File: src/rtl/prbs_lock_ctrl.sv
// PRBS7 lane-training sequencer: drives the PRBS generator, checks rx words with a
// self-synchronising predictor, then locks, retries or fails. Optional macro: PRBS_LOCK_ERR_INJECT_EN.
module prbs_lock_ctrl #(
    parameter int NBITS      = 8,
    parameter int LAT_CYC    = 16,
    parameter int WIN_LEN    = 256,
    parameter int ERR_THRESH = 0,
    parameter int MAX_TRY    = 8
) (
    input  logic             clk_i,
    input  logic             resetn_i,
    input  logic             start_i,
    input  logic             stop_i,
    input  logic             rx_valid_i,
    input  logic [NBITS-1:0] rx_data_i,
`ifdef PRBS_LOCK_ERR_INJECT_EN
    input  logic             err_inject_i,
`endif
    output logic             gen_en_o,
    output logic             gen_clear_o,
    output logic             busy_o,
    output logic             lock_o,
    output logic             fail_o,
    output logic [15:0]      win_err_o,
    output logic [7:0]       try_cnt_o
);

    typedef enum logic [2:0] {
        ST_IDLE   = 3'd0,
        ST_CLEAR  = 3'd1,
        ST_WAIT   = 3'd2,
        ST_CHECK  = 3'd3,
        ST_LOCKED = 3'd4,
        ST_FAIL   = 3'd5
    } state_t;

    localparam int                WAIT_W    = (LAT_CYC > 1) ? $clog2(LAT_CYC) : 1;
    localparam logic [WAIT_W-1:0] WAIT_LAST = WAIT_W'(LAT_CYC - 1);
    localparam int                WIN_W     = $clog2(WIN_LEN);
    localparam logic [WIN_W-1:0]  WIN_LAST  = WIN_W'(WIN_LEN - 1);
    localparam logic [15:0]       ERR_LIMIT = 16'(ERR_THRESH);
    localparam logic [7:0]        TRY_LIMIT = 8'(MAX_TRY);

    // Only the last 7 bits of the previous word feed the x^7 + x^6 + 1 recurrence.
    function automatic logic [NBITS-1:0] prbs7_predict(input logic [6:0] hist);
        logic [NBITS+6:0] s;
        s = '0;
        s[NBITS+6:NBITS] = hist;
        for (int i = NBITS - 1; i >= 0; i--) begin
            s[i] = s[i+7] ^ s[i+6];
        end
        return s[NBITS-1:0];
    endfunction

    state_t            state_r, state_nxt_s;
    logic [WAIT_W-1:0] wait_cnt_r, wait_nxt_s;
    logic [WIN_W-1:0]  win_cnt_r, win_nxt_s;
    logic [15:0]       err_cnt_r, err_nxt_s;
    logic [6:0]        hist_r, hist_nxt_s;
    logic              seeded_r, seeded_nxt_s;
    logic [15:0]       win_err_r, win_err_nxt_s;
    logic [7:0]        try_cnt_r, try_nxt_s;
    logic              gen_en_r, gen_en_nxt_s;
    logic              gen_clear_r, gen_clear_nxt_s;
    logic              busy_r, busy_nxt_s;
    logic              lock_r, lock_nxt_s;
    logic              fail_r, fail_nxt_s;

    logic              inj_now_s;
    logic [NBITS-1:0]  cmp_word_s;
    logic              mismatch_s;
    logic [15:0]       err_sum_s;
    logic [7:0]        try_inc_s;

`ifdef PRBS_LOCK_ERR_INJECT_EN
    logic inj_d_r;
    logic inj_pend_r;
    logic cmp_fire_s;

    assign cmp_fire_s = ((state_r == ST_CHECK) || (state_r == ST_LOCKED)) && rx_valid_i
                        && seeded_r && !stop_i;
    assign inj_now_s  = inj_pend_r | (err_inject_i & ~inj_d_r);

    // An inject edge stays pending until a compared word consumes it.
    always_ff @(posedge clk_i or negedge resetn_i) begin
        if (!resetn_i) begin
            inj_d_r    <= 1'b0;
            inj_pend_r <= 1'b0;
        end else begin
            inj_d_r <= err_inject_i;
            if (cmp_fire_s) begin
                inj_pend_r <= 1'b0;
            end else if (err_inject_i && !inj_d_r) begin
                inj_pend_r <= 1'b1;
            end else begin
                inj_pend_r <= inj_pend_r;
            end
        end
    end
`else
    assign inj_now_s = 1'b0;
`endif

    assign cmp_word_s = rx_data_i ^ {{(NBITS-1){1'b0}}, inj_now_s};
    assign mismatch_s = (cmp_word_s != prbs7_predict(hist_r));
    assign err_sum_s  = (err_cnt_r == 16'hFFFF) ? err_cnt_r : (err_cnt_r + {15'd0, mismatch_s});
    assign try_inc_s  = try_cnt_r + 8'd1;

    // Next-state, window bookkeeping and output decode.
    always_comb begin
        state_nxt_s     = state_r;
        wait_nxt_s      = wait_cnt_r;
        win_nxt_s       = win_cnt_r;
        err_nxt_s       = err_cnt_r;
        hist_nxt_s      = hist_r;
        seeded_nxt_s    = seeded_r;
        win_err_nxt_s   = win_err_r;
        try_nxt_s       = try_cnt_r;
        gen_en_nxt_s    = 1'b0;
        gen_clear_nxt_s = 1'b0;
        busy_nxt_s      = 1'b0;
        lock_nxt_s      = 1'b0;
        fail_nxt_s      = 1'b0;

        if (stop_i) begin
            state_nxt_s  = ST_IDLE;
            wait_nxt_s   = '0;
            win_nxt_s    = '0;
            err_nxt_s    = 16'd0;
            seeded_nxt_s = 1'b0;
        end else begin
            case (state_r)
                ST_IDLE, ST_FAIL: begin
                    if (start_i) begin
                        state_nxt_s = ST_CLEAR;
                        try_nxt_s   = 8'd0;
                    end else begin
                        state_nxt_s = state_r;
                    end
                end
                ST_CLEAR: begin
                    state_nxt_s = ST_WAIT;
                    wait_nxt_s  = '0;
                end
                ST_WAIT: begin
                    if (wait_cnt_r == WAIT_LAST) begin
                        state_nxt_s  = ST_CHECK;
                        wait_nxt_s   = '0;
                        win_nxt_s    = '0;
                        err_nxt_s    = 16'd0;
                        seeded_nxt_s = 1'b0;
                    end else begin
                        wait_nxt_s = wait_cnt_r + WAIT_W'(1);
                    end
                end
                ST_CHECK, ST_LOCKED: begin
                    if (!rx_valid_i) begin
                        hist_nxt_s = hist_r;
                    end else if (!seeded_r) begin
                        hist_nxt_s   = rx_data_i[6:0];
                        seeded_nxt_s = 1'b1;
                    end else begin
                        hist_nxt_s = rx_data_i[6:0];
                        if (win_cnt_r == WIN_LAST) begin
                            win_nxt_s     = '0;
                            err_nxt_s     = 16'd0;
                            win_err_nxt_s = err_sum_s;
                            if (err_sum_s <= ERR_LIMIT) begin
                                state_nxt_s = ST_LOCKED;
                            end else begin
                                try_nxt_s = try_inc_s;
                                if (try_inc_s == TRY_LIMIT) begin
                                    state_nxt_s = ST_FAIL;
                                end else begin
                                    state_nxt_s = ST_CLEAR;
                                end
                            end
                        end else begin
                            win_nxt_s = win_cnt_r + WIN_W'(1);
                            err_nxt_s = err_sum_s;
                        end
                    end
                end
                default: begin
                    state_nxt_s = ST_IDLE;
                end
            endcase
        end

        case (state_nxt_s)
            ST_CLEAR: begin
                gen_en_nxt_s    = 1'b1;
                gen_clear_nxt_s = 1'b1;
                busy_nxt_s      = 1'b1;
            end
            ST_WAIT, ST_CHECK: begin
                gen_en_nxt_s = 1'b1;
                busy_nxt_s   = 1'b1;
            end
            ST_LOCKED: begin
                gen_en_nxt_s = 1'b1;
                lock_nxt_s   = 1'b1;
            end
            ST_FAIL: begin
                fail_nxt_s = 1'b1;
            end
            default: begin
                gen_en_nxt_s = 1'b0;
            end
        endcase
    end

    // State, counters and registered outputs.
    always_ff @(posedge clk_i or negedge resetn_i) begin
        if (!resetn_i) begin
            state_r     <= ST_IDLE;
            wait_cnt_r  <= '0;
            win_cnt_r   <= '0;
            err_cnt_r   <= 16'd0;
            hist_r      <= 7'd0;
            seeded_r    <= 1'b0;
            win_err_r   <= 16'd0;
            try_cnt_r   <= 8'd0;
            gen_en_r    <= 1'b0;
            gen_clear_r <= 1'b0;
            busy_r      <= 1'b0;
            lock_r      <= 1'b0;
            fail_r      <= 1'b0;
        end else begin
            state_r     <= state_nxt_s;
            wait_cnt_r  <= wait_nxt_s;
            win_cnt_r   <= win_nxt_s;
            err_cnt_r   <= err_nxt_s;
            hist_r      <= hist_nxt_s;
            seeded_r    <= seeded_nxt_s;
            win_err_r   <= win_err_nxt_s;
            try_cnt_r   <= try_nxt_s;
            gen_en_r    <= gen_en_nxt_s;
            gen_clear_r <= gen_clear_nxt_s;
            busy_r      <= busy_nxt_s;
            lock_r      <= lock_nxt_s;
            fail_r      <= fail_nxt_s;
        end
    end

    assign gen_en_o    = gen_en_r;
    assign gen_clear_o = gen_clear_r;
    assign busy_o      = busy_r;
    assign lock_o      = lock_r;
    assign fail_o      = fail_r;
    assign win_err_o   = win_err_r;
    assign try_cnt_o   = try_cnt_r;

endmodule
File: config.mk
export PLATFORM = sky130hd
export DESIGN_NAME = prbs_lock_ctrl
export DESIGN_NICKNAME = d
export VERILOG_FILES = /design/src/rtl/prbs_lock_ctrl.sv
export SDC_FILE = /design/constraint.sdc
export NUM_CORES = 1
export LEC_CHECK = 0
export BUFFER_PORTS_ARGS = -buffer_cell sky130_fd_sc_hd__buf_2
export CAP_MARGIN = 25
export CORE_ASPECT_RATIO = 0.9
export CORE_MARGIN = 3
export CORE_UTILIZATION = 45
export CTS_CLUSTER_DIAMETER = 30
export CTS_CLUSTER_SIZE = 28
export DETAILED_ROUTE_END_ITERATION = 16
export PLACE_DENSITY = 0.76
export SLEW_MARGIN = 20
export SYNTH_ARGS = -nofsm -noshare
export SYNTH_HDL_FRONTEND = slang
export SYNTH_SLANG_ARGS = --single-unit
File: constraint.sdc
create_clock -name clk_i -period 3.07 [get_ports clk_i]
set_input_delay 0.307 -clock clk_i [delete_from_list [all_inputs] [get_ports clk_i]]
set_output_delay 0.307 -clock clk_i [all_outputs]
set_load 0.1 [all_outputs]
# Yosys cells after proc, flatten, opt, wreduce, memory -nomap -nowiden
# Index checks and enable logic that the tools add are counted.
[totals] register_bits=68
[classes] addsub=4 n_lt_le_gt_ge=1 eq_ne=23 mux=40 n_bitwise=9 reduce_logical=13
[op_table] cell="2-to-1 mux 16 bit" count=6
[op_table] cell="2-to-1 mux 8 bit" count=10
[op_table] cell="one-hot mux 16 bit (2 select lines)" count=1
[op_table] cell="one-hot mux 8 bit (2 select lines)" count=2
[op_table] cell="2-to-1 mux 3 bit" count=8
[op_table] cell="adder 16 x 1 -> 16 bit" count=1
[op_table] cell="adder 8 x 1 -> 8 bit (second input constant)" count=2
[op_table] cell="== test 16 bit (second input constant)" count=1
[op_table] cell="less-or-equal comparator 16 x 1 -> 1 bit (second input constant)" count=1
[op_table] cell="== test 3 x 2 -> 1 bit (second input constant)" count=4
[op_table] cell="== test 3 bit (second input constant)" count=4
[op_table] cell="one-hot mux 3 bit (4 select lines)" count=1
[op_table] cell="inequality test 2 bit (second input constant)" count=5
[op_table] cell="inequality test 3 bit (second input constant)" count=3
[op_table] cell="== test 8 x 4 -> 1 bit (second input constant)" count=1
[op_table] cell="== test 8 bit (second input constant)" count=1
[op_table] cell="2-to-1 mux 1 bit" count=8
[op_table] cell="2-to-1 mux 4 bit" count=2
[op_table] cell="inequality test 8 bit" count=1
[op_table] cell="one-hot mux 4 bit (2 select lines)" count=1
[op_table] cell="XOR 1 bit" count=8
[op_table] cell="AND reduction 7 bit" count=1
[op_table] cell="== test 3 x 1 -> 1 bit (second input constant)" count=2
[op_table] cell="AND reduction 3 bit" count=2
[op_table] cell="12 further kinds" count=14

# Longest topological paths before layout
# Gate-level depths: netlist of the first run.
[depth] depth_word=15 ltp_mapped=14 ltp_nobuf=13

# Least setup slack after synthesis of the first run
# OpenSTA, ideal clock, no wires.
[synth_timing] path_type="reg2reg" from="register hist_r[5]" to="register gen_en_r (netlist: gen_en_o)" setup_ns=0.126 arrival_ns=3.013 setup_slack_ns=-0.069 stages_incl_launch_ff=15 path_buffers=1 cell_sequence="dfrtp_1 > xor2_1 > nor3_1 > a21o_1 > nand4_1 > ha_1 > ha_1 > nand3_1 > nor2_1 > or3_1 > a222oi_1 > nand4_4 > buf_6 > a21o_1 > o32a_1"
[synth_via] elab_chain_cells=15
[synth_lines] element="from (decl)" line_no="59" text="logic [6:0] hist_r, hist_nxt_s;"
[synth_lines] element="from (signal assigned)" line_no="234" text="hist_r <= hist_nxt_s;"
[synth_lines] element="XOR 1 bit (2 in a row)" line_no="50" text="s[i] = s[i+7] ^ s[i+6];"
[synth_lines] element="inequality test 8 bit (*)" line_no="105" text="assign mismatch_s = (cmp_word_s != prbs7_predict(hist_r));"
[synth_lines] element="adder 16 x 1 -> 16 bit (*)" line_no="106" text="assign err_sum_s = (err_cnt_r == 16'hFFFF) ? err_cnt_r : (err_cnt_r + {15'd0, mismatch_s});"
[synth_lines] element="2-to-1 mux 16 bit (*)" line_no="106"
[synth_lines] element="less-or-equal comparator 16 x 1 -> 1 bit (*)" line_no="168" text="if (err_sum_s <= ERR_LIMIT) begin"
[synth_lines] element="2-to-1 mux 3 bit (*)" line_no="168"
[synth_lines] element="2-to-1 mux 3 bit (*)" line_no="164" text="if (win_cnt_r == WIN_LAST) begin"
[synth_lines] element="2-to-1 mux 3 bit (*)" line_no="159" text="end else if (!seeded_r) begin"
[synth_lines] element="2-to-1 mux 3 bit (*)" line_no="157" text="if (!rx_valid_i) begin"
[synth_lines] element="one-hot mux 3 bit (4 select lines) (*)" line_no="132" text="case (state_r)"
[synth_lines] element="2-to-1 mux 3 bit (*)" line_no="125" text="if (stop_i) begin"
[synth_lines] element="== test 3 bit, or another cell as far along" line_no="190" text="case (state_nxt_s)"
[synth_lines] element="OR reduction 4 bit (no line) (*)"
[synth_lines] element="2-to-1 mux 1 bit (*)" line_no="190"
[synth_lines] element="via gen_en_nxt_s" line_no="63" text="logic gen_en_r, gen_en_nxt_s;"
[synth_lines] element="to (signal assigned)" line_no="238" text="gen_en_r <= gen_en_nxt_s;"
[synth_lines] element="to (decl)" line_no="63"
# The timed path passes the listed nets; every way through them passes the cells marked *.
# A chain may end at the register's enable or synchronous reset.

# Worst setup path in the final report of the first run
[layout_timing] from="register hist_r[2]" to="register try_cnt_r[5] (netlist: try_cnt_o[5])"
[layout_via] elab_chain_cells=7
[layout_lines] element="XOR 1 bit" line_no="50"
[layout_lines] element="inequality test 8 bit (*)" line_no="105"
[layout_lines] element="adder 16 x 1 -> 16 bit (*)" line_no="106"
[layout_lines] element="2-to-1 mux 16 bit (*)" line_no="106"
[layout_lines] element="less-or-equal comparator 16 x 1 -> 1 bit (*)" line_no="168"
[layout_lines] element="inequality test 2 bit (no line) (*)"
[layout_lines] element="AND reduction 7 bit (no line) (*)"
[layout_lines] element="to (signal assigned)" line_no="237" text="try_cnt_r <= try_nxt_s;"
[layout_lines] element="to (decl)" line_no="62" text="logic [7:0] try_cnt_r, try_nxt_s;"
# Mark *: on every way between the ends. The rest lies on a longest branch, timed or not.

==> results.md, run 1 <==
Pwr:
- The combinational share of power is 14.3%.
- The clock share of power is 35.5%.
- The design draws 1904 uW.
- The analysis attributes to net switching a power of 568.9 uW.
- The internal portion of the total power is 1335 uW.
- Of the total power, registers draw 50.2%.
- Power spread over the standard cell area amounts to 374.2 nW/um^2.
- The worst-case vdd ir drop is 0.1814 mV.
- In this run switching power makes up 29.88% of total power.
- In this run the static leakage power is 0.002322 uW.

Worst setup path:
- The critical path goes through xor2_2 > and2_1 > a21o_1 > nand4_1 > ha_4 > ha_4 > buf_4 > a31oi_1 > or4_4 > a2111oi_4 > buf_4 > nand4_4 > nand3_2 > mux2_4.
- In this run the worst path has a maximum fanout of 7.
- In this design, the largest share of critical-path delay is due to simple AND/OR/NAND/NOR gates.
- The data arrival time of the critical path is 3.61 ns.
- The maximum single-stage delay on the critical path is 0.45 ns.
- STA classifies the critical path startpoint as a flip-flop.
- STA puts the critical path data required time at 3.31 ns.
- The register-to-register setup slack is -0.30 ns.
- The critical path contains buffers and inverters numbering 2 combined.
- The slowest cell on the critical path is sky130_fd_sc_hd__or4_4.
- The setup path with the least slack is of type reg -> reg.
- The capturing element type of the critical path is a flip-flop.

Timing:
- Setup repair after global routing could not meet its margin everywhere.
- The total count of hold-check failures in the final report is 0.
- The final cycle utilization of the critical path is 109.8%.
- Hold timing on the final database bottoms out at a slack of 0.1287 ns.
- The count of final max-slew check failures is 0.
- Timing would allow up to 0.2965 GHz.
- The worst pin sits at a relative slew slack of 41.56%.
- The time the worst path needs with I/O delays and setup is 3.372 ns.
- The count of final setup violators is 15.
- The worst setup slack after layout is -0.3023 ns.
- The worst-margin pin slew is 0.8766 ns.
- The clock skew is 0.01429 ns.

Synth:
- By area the synthesized netlist is led by sky130_fd_sc_hd__dfrtp_1 41%, sky130_fd_sc_hd__o21ai_0 6.1%, sky130_fd_sc_hd__nand2_1 5.7%.
- In the synthesized netlist the dominant register cell turns out to be sky130_fd_sc_hd__dfrtp_1.
- The synthesized design contains 0 enable-type register cells.
- The synthesized cell area is 4118 um^2.
- The number of different library cells used by synthesis comes to 58.
- After synthesis, the largest area contributor takes up 41.32% of total cell area.
- The sequential-to-total area share from yosys stat is 41.32%.
- The cell type with the highest aggregate area in the netlist is sky130_fd_sc_hd__dfrtp_1.
- The fraction of registers with async set/reset is 100.0%.
- The post-synthesis sequential element count is 68.
- The number of instances in the synthesized netlist is 473.
- The number of nets in the synthesized netlist is 492.
- The synthesized area per cell is 8.705 um^2.
- The synthesis warning total is 0.

Die:
- The die is 106.8 um wide.
- For this configuration, the core starts out at a cell density of 47.18%.
- The area inside the core boundary is 8728 um^2.
- In this run the vertical extent of the chip is 96.75 um.
- The number of core rows is 32.
- Pin placement for this block handled 42 I/O pins.
- The die area is 10340 um^2.

Outcome:
- The checks that failed: setup timing.
- The run finished, with violations left.

Final layout:
- The layout has 758 filler cells.
- At the end of the flow, the number of nets in the layout was 562.
- The final cell utilization of the core is 58.30%.
- The area of all placed cells without fillers is 5089 um^2.
- The layout cell share with drive strength beyond 1 is 27.19%.
- The area added between synthesis and finish is 23.58%.
- The top cell types in the final layout, fill and taps aside, are 68 x sky130_fd_sc_hd__dfrtp_1, 61 x sky130_fd_sc_hd__nand2_1, 49 x sky130_fd_sc_hd__o21ai_0, 41 x sky130_fd_sc_hd__buf_2, 38 x sky130_fd_sc_hd__nor2_1.
- The total inserted antenna cells is 0.
- The leading cell type in the layout, fill and taps excluded is sky130_fd_sc_hd__dfrtp_1.

Clock network:
- The clock sink count is 68.
- The clock-pin slew on the worst setup and hold paths is 0.08 ns.
- TritonCTS built the clock tree.
- Buffers inserted during clock tree synthesis total 9.
- CTS placed an instance of sky130_fd_sc_hd__clkbuf_8 at the clock tree root.
- The number of H-tree branching levels is 3.
- The clock reaches the later pin of the worst-skew pair after 0.36 ns.
- The clock passes through at most 2 buffers.

Drt:
- The detailed router finished its first iteration with 331 violations.
- The residual DRC count is 0.
- The final antenna-violating net count is 0.
- Wires add up to 11030 um.
- For this run, the detailed router's first-pass iteration total came to 5.
- The overall via count from detail_route is 3897.
- The vias per cell is 5.843.
- The final routed wire length divided by cell count is 16.53 um.

Global routing:
- The global-route wire length before repair is 17990 um.
- The total global routing overflow is 0.
- The global-route usage over all layers is 21.53%.
- The largest net degree at the start of global routing is 69.
- The via count of the first global-routing pass came to 3657.
- The initial antenna violation count is 0.

Job:
- The number of max-cap violations is 0.

Placement:
- The congestion estimate from routability-driven global placement came to 0.9302.
- The setup slack at placement is -0.2747 ns.
- The total placed instance area is 4642 um^2.
- In this run the tool buffered the top-level ports with 41 buffer cells.
- The HPWL after detailed placement is 7539 um.

Worst hold path:
- The kind of path behind the tightest hold check is in -> async.
==> power by group through the flow <==
stage / logic, uW / registers [uW] / clock network, uW
6_report: 271 / 956 / 676
5_1_grt: 295 / 962 / 729
4_1_cts: 267 / 956 / 689
2_1_floorplan: 123 / 1030 / 0
3_5_place_dp: 260 / 973 / 0
3_3_place_gp: 252 / 970 / 0
==> stage by stage <==
step,instances,TNS (ns)
finish,667,-3.760
detailed placement,644,-2.971
CTS,667,-2.887
global placement,644,-1.814
global route,667,-5.957
floorplan,473,0
==> state kept, by name (all words and copies together) (netlist names) <==
name	cells
seeded_r	1
fail_o	1
win_cnt_r	8
win_err_o	16
wait_cnt_r	4
busy_o	1
lock_o	1
hist_r	7
state_r	3
err_cnt_r	16
try_cnt_o	8
gen_en_o	1
gen_clear_o	1
==> area by class of cell <==
class | instances | area (um^2) | share of cell area [%]
clock buffers | 10 | 137.6 | 2.705
well taps | 119 | 148.9 | 2.926
multi-input cells | 368 | 2454 | 48.22
clock inverters | 6 | 40.04 | 0.7868
inverters | 11 | 41.29 | 0.8114
flip-flops and latches | 68 | 1702 | 33.44
repair buffers | 85 | 565.5 | 11.11
==> routing by layer <==
| layer | vias up | routed length [um] | GRT usage [%] |
|---|---|---|---|
| met5 | - | 0 | 0 |
| li1 | 1849 | - | - |
| met1 | 1876 | 4969 | 30.36 |
| met3 | 25 | 704 | 4.003 |
| met2 | 147 | 5138 | 33.16 |
| met4 | 0 | 213 | 7.670 |
==> synth_stat cells, types with 9 or more instances <==
cell type / n
sky130_fd_sc_hd__nand2_1: 63
sky130_fd_sc_hd__clkbuf_1: 20
sky130_fd_sc_hd__o21ai_0: 50
sky130_fd_sc_hd__nor2b_1: 9
sky130_fd_sc_hd__mux2_2: 9
sky130_fd_sc_hd__nand4_1: 13
sky130_fd_sc_hd__dfrtp_1: 68
sky130_fd_sc_hd__and3_1: 11
sky130_fd_sc_hd__nand3_1: 16
sky130_fd_sc_hd__o31ai_1: 9
sky130_fd_sc_hd__xnor2_1: 10
sky130_fd_sc_hd__inv_1: 11
sky130_fd_sc_hd__a21oi_1: 15
sky130_fd_sc_hd__nor2_1: 40
sky130_fd_sc_hd__nor3_1: 12
sky130_fd_sc_hd__xor2_1: 10
==> worst paths after layout <==
check,startpoint,to,depth (start not counted)
setup reg to reg,hist_r[2],try_cnt_o[5],14
hold / removal,resetn_i,win_err_o[10],2
max in group asynchronous,resetn_i,win_err_o[15],2
setup / recovery,hist_r[2],try_cnt_o[5],14
min in group clk_i,rx_data_i[5],hist_r[5],2
hold reg to reg,win_err_o[9],win_err_o[9],2
==> timing repair <==
item	CTS	global route
resized for setup	26	19
endpoints found under the hold margin	0	0
hold buffers	0	0
gates cloned	1	0
setup endpoints to repair	15	18
pin swaps	20	8
buffers inserted	6	0
==> worst reg2reg max path, stage by stage, from the launching register on <==
cell	delay (ns)
sky130_fd_sc_hd__dfrtp_1	0.43
sky130_fd_sc_hd__xor2_2	0.19
sky130_fd_sc_hd__and2_1	0.16
sky130_fd_sc_hd__a21o_1	0.17
sky130_fd_sc_hd__nand4_1	0.17
sky130_fd_sc_hd__ha_4	0.22
sky130_fd_sc_hd__ha_4	0.17
sky130_fd_sc_hd__buf_4	0.12
sky130_fd_sc_hd__a31oi_1	0.07
sky130_fd_sc_hd__or4_4	0.45
sky130_fd_sc_hd__a2111oi_4	0.25
sky130_fd_sc_hd__buf_4	0.18
sky130_fd_sc_hd__nand4_4	0.19
sky130_fd_sc_hd__nand3_2	0.17
sky130_fd_sc_hd__mux2_4	0.30
==> kinds of logic (layout without fill, tap and decap cells) <==
| logic type | Yosys count | after routing | synth area share (%) |
|---|---|---|---|
| XOR/XNOR | 20 | 20 | 4.254 |
| AO/OA/AOI/OAI | 118 | 118 | 18.66 |
| buffers and inverters | 38 | 112 | 4.011 |
| adder cells (fa/ha/maj) | 7 | 7 | 2.066 |
| multiplexers | 12 | 12 | 3.191 |
| flip-flops | 68 | 68 | 41.32 |
| AND/OR/NAND/NOR | 210 | 211 | 26.50 |
No activity file was read; power rests on OpenSTA's default activity.
==> inputs of run 2 (changes only) <==
- CORE_ASPECT_RATIO: 0.9 -> 0.5
==> results.md, run 2 (synthesis results as in run 1) <==
Outcome:
- The run finished, with violations left.
- The final reports fail on setup timing.

Pwr:
- The clock share of power is 45.2% (+9.7 points).
- The standby leakage power came to 0.002355 uW (+1.4%).
- The sequential group share of total power is 42.8% (-7.4 points).
- The power density over the cells is 436.3 nW/um^2 (+17%).
- The worst-case vdd ir drop came to 0.2756 mV (+52%).
- The internal power consumption is 1644 uW (+23%).
- The total design power is 2238 uW (+18%).
- The combinational share of power came to 12.0% (-2.3 points).
- The fraction of power spent switching nets is 26.54% (-3.3 points).
- The power dissipated by switching net loads came to 594.0 uW (+4.4%).

Final layout:
- The leading cell type in the layout, fill and taps excluded is sky130_fd_sc_hd__dfrtp_1.
- The total inserted antenna cells is 0 (unchanged).
- The area of all placed cells without fillers was 5130 um^2 (+0.81%).
- The final net count was 559 (-0.53%).
- The final cell utilization of the core was 60.84% (+2.5 points).
- The number of filler cells placed in the layout is 701 (-7.5%).
- Leaving out fill and tap cells, the most frequent cells in the layout are 68 x sky130_fd_sc_hd__dfrtp_1, 61 x sky130_fd_sc_hd__nand2_1, 49 x sky130_fd_sc_hd__o21ai_0, 41 x sky130_fd_sc_hd__buf_2, 39 x sky130_fd_sc_hd__nor2_1.
- The area added between synthesis and finish is 24.58%.
- The layout cell share with drive strength beyond 1 came to 25.14% (-2.1 points).

Die:
- The area inside the core boundary is 8432 um^2 (-3.4%).
- The overall die height is 73.64 um (-24%).
- The floorplan die width is 141.3 um (+32%).
- The die area is 10400 um^2 (+0.66%).
- The initial core utilization is 48.84% (+1.7 points).
- The top-level I/O count was 42 (unchanged).
- The number of core rows was 23 (-28%).

Timing:
- The worst setup slack after layout came to -0.2525 ns (+0.04977 ns).
- The count of final setup violators is 15 (unchanged).
- The final cycle utilization of the critical path is 108.2% (-1.6 points).
- The total count of hold-check failures in the final report is 0 (unchanged).
- Setup repair after global routing could not meet its margin everywhere.
- The clock skew came to 0.007023 ns (-0.007266 ns).
- The time the worst path needs with I/O delays and setup is 3.322 ns (-0.04977 ns).
- The remaining max-slew budget at the tightest pin came to 47.23% (+5.7 points).
- The count of final max-slew check failures is 0 (unchanged).
- The worst-margin pin slew is 0.7886 ns (-0.08801 ns).
- The maximum clock frequency is 0.3010 GHz (+1.5%).

Drt:
- The overall via count from detail_route is 3934 (+0.95%).
- The final routed wire length divided by cell count is 16.58 um (+0.33%).
- The final routed wirelength across all metal layers is 10900 um (-1.2%).
- The final antenna-violating net count is 0 (unchanged).
- The vias per cell came to 5.988 (+2.5%).
- The residual DRC count is 0 (unchanged).
- The initial DRC count came to 553 (+67%).
- The count of TritonRoute iterations in the first routing pass was 5 (unchanged).

Worst setup path:
- The number of buffer and inverter instances along the worst setup path is 2 (unchanged).
- STA classifies the critical path startpoint as a flip-flop.
- The worst setup path is captured at a flip-flop.
- The data arrival time of the critical path is 3.56 ns (-0.05 ns).
- The number of logic stages on the critical path including buffering is 14 (unchanged).
- Tracing the worst setup path back leads to its startpoint at hist_r[0].
- The maximum single-stage delay on the critical path is 0.42 ns (-0.03 ns).
- The critical path required time came to 3.30 ns (about the same).
- Traced cell by cell, the critical path runs through xor2_1 > and2_1 > a21o_1 > nand4_1 > ha_4 > buf_4 > nand4_1 > nor3_2 > a21boi_2 > a2111oi_4 > buf_4 > nand4_4 > a31o_4 > a31o_4.
- The logic depth of the worst register-to-register path is 14 (unchanged).
- Among all stages on the critical path, the largest delay is contributed by sky130_fd_sc_hd__dfrtp_1.
- Broken down by cell family, the worst path's largest delay share belongs to compound AO/OA/AOI/OAI gates.
- The maximum net fanout on the critical path came to 7 (unchanged).
- The category of the critical setup timing path is reg -> reg.
- The beginning of the worst register-to-register path is hist_r[0].

Global routing:
- The global-route wire length before repair was 18160 um (+0.96%).
- The via count of the first global-routing pass is 3721 (+1.8%).
- The met3 demand-to-capacity share in global routing is 5.332% (+1.3 points).
- The total global routing overflow was 0 (unchanged).
- In this run the most used layer during global routing was met2.
- The largest net degree at the start of global routing was 29 (-58%).
- The met1 global-route usage was 29.42% (-0.94 points).
- The routing usage on met2 came to 35.74% (+2.6 points).
- The global-route usage over all layers is 22.06% (+0.53 points).
- The initial antenna violation count was 0 (unchanged).

Clock network:
- The clock sink count is 68 (unchanged).
- The clock latency on the worst-skew pair came to 0.34 ns (-0.02 ns).
- CTS placed an instance of sky130_fd_sc_hd__clkbuf_16 at the clock tree root.
- The clock-pin slew on the worst setup and hold paths is 0.06 ns (-0.02 ns).
- The number of buffers between clock root and the deepest sink was 2 (unchanged).
- The number of buffers created by CTS is 9 (unchanged).
- The number of H-tree branching levels is 3 (unchanged).
- TritonCTS built the clock tree.

Worst hold path:
- The worst hold path begins at rx_data_i[0].
- The kind of path behind the tightest hold check is in -> reg.
- Along the worst hold path, the cell count comes to 2.

Placement:
- The total placed instance area is 4611 um^2 (-0.67%).
- The half-perimeter wire length after placement was 7261 um (-3.7%).
- The count of buffers inserted at the top-level ports is 41 (unchanged).
- The final weighted congestion in routability-driven placement is 0.9549 (+2.7%).

Job:
- The number of max-cap violations is 0 (unchanged).
run 2: final timing paths:
kind	to	slack (ns)
min in group asynchronous	hist_r[2]	0.51
hold reg to reg	win_err_o[5]	0.47
hold / removal	hist_r[0]	0.22
setup reg to reg	try_cnt_o[6]	-0.25
setup / recovery	try_cnt_o[6]	-0.25
max in group asynchronous	win_err_o[5]	1.82
run 2: layer usage:
metal	up-vias	share of wire, %
met5	-	0
met4	0	2.0
met3	23	7.1
met2	152	46
met1	1906	45
li1	1853	-
run 2: timing repair:
action / CTS / global route
pin swaps: 15 / 6
endpoints found under the hold margin: 23 / 0
hold buffers: 1 / 0
gates resized for setup: 22 / 11
setup endpoints to repair: 15 / 19
setup buffers: 4 / 1
gates cloned: 1 / 0
run 2: power by group through the flow:
stage	Combinational (uW)	Clock, uW	Sequential (uW)
floorplan	123	0	1030
global placement	250	0	970
detailed placement	255	0	973
CTS	265	1030	957
global route	289	1070	961
finish	268	1010	958
run 2: area by class of cell:
type                       instances  area, um^2  share of cell area [%]
multi-input combinational        368        2439                   47.54
sequential                        68        1702                   33.17
timing repair buffer              82       523.0                   10.20
clock buffer                      11       232.7                   4.537
tap                              112       140.1                   2.732
clock inverter                     5       52.55                   1.024
inverter                          11       41.29                  0.8049
run 2: metrics by stage:
stage          setup slack, ns  hold WS, ns  setup TNS (ns)  cells
3_5_place_dp           -0.2858       0.3499          -2.990    634
6_report               -0.2525       0.2230          -2.466    657
2_1_floorplan          0.02257      0.01141               0    473
3_3_place_gp           -0.1938       0.3398          -1.709    634
4_1_cts                -0.2321       0.2130          -2.081    656
5_1_grt                -0.3680       0.2270          -4.429    657
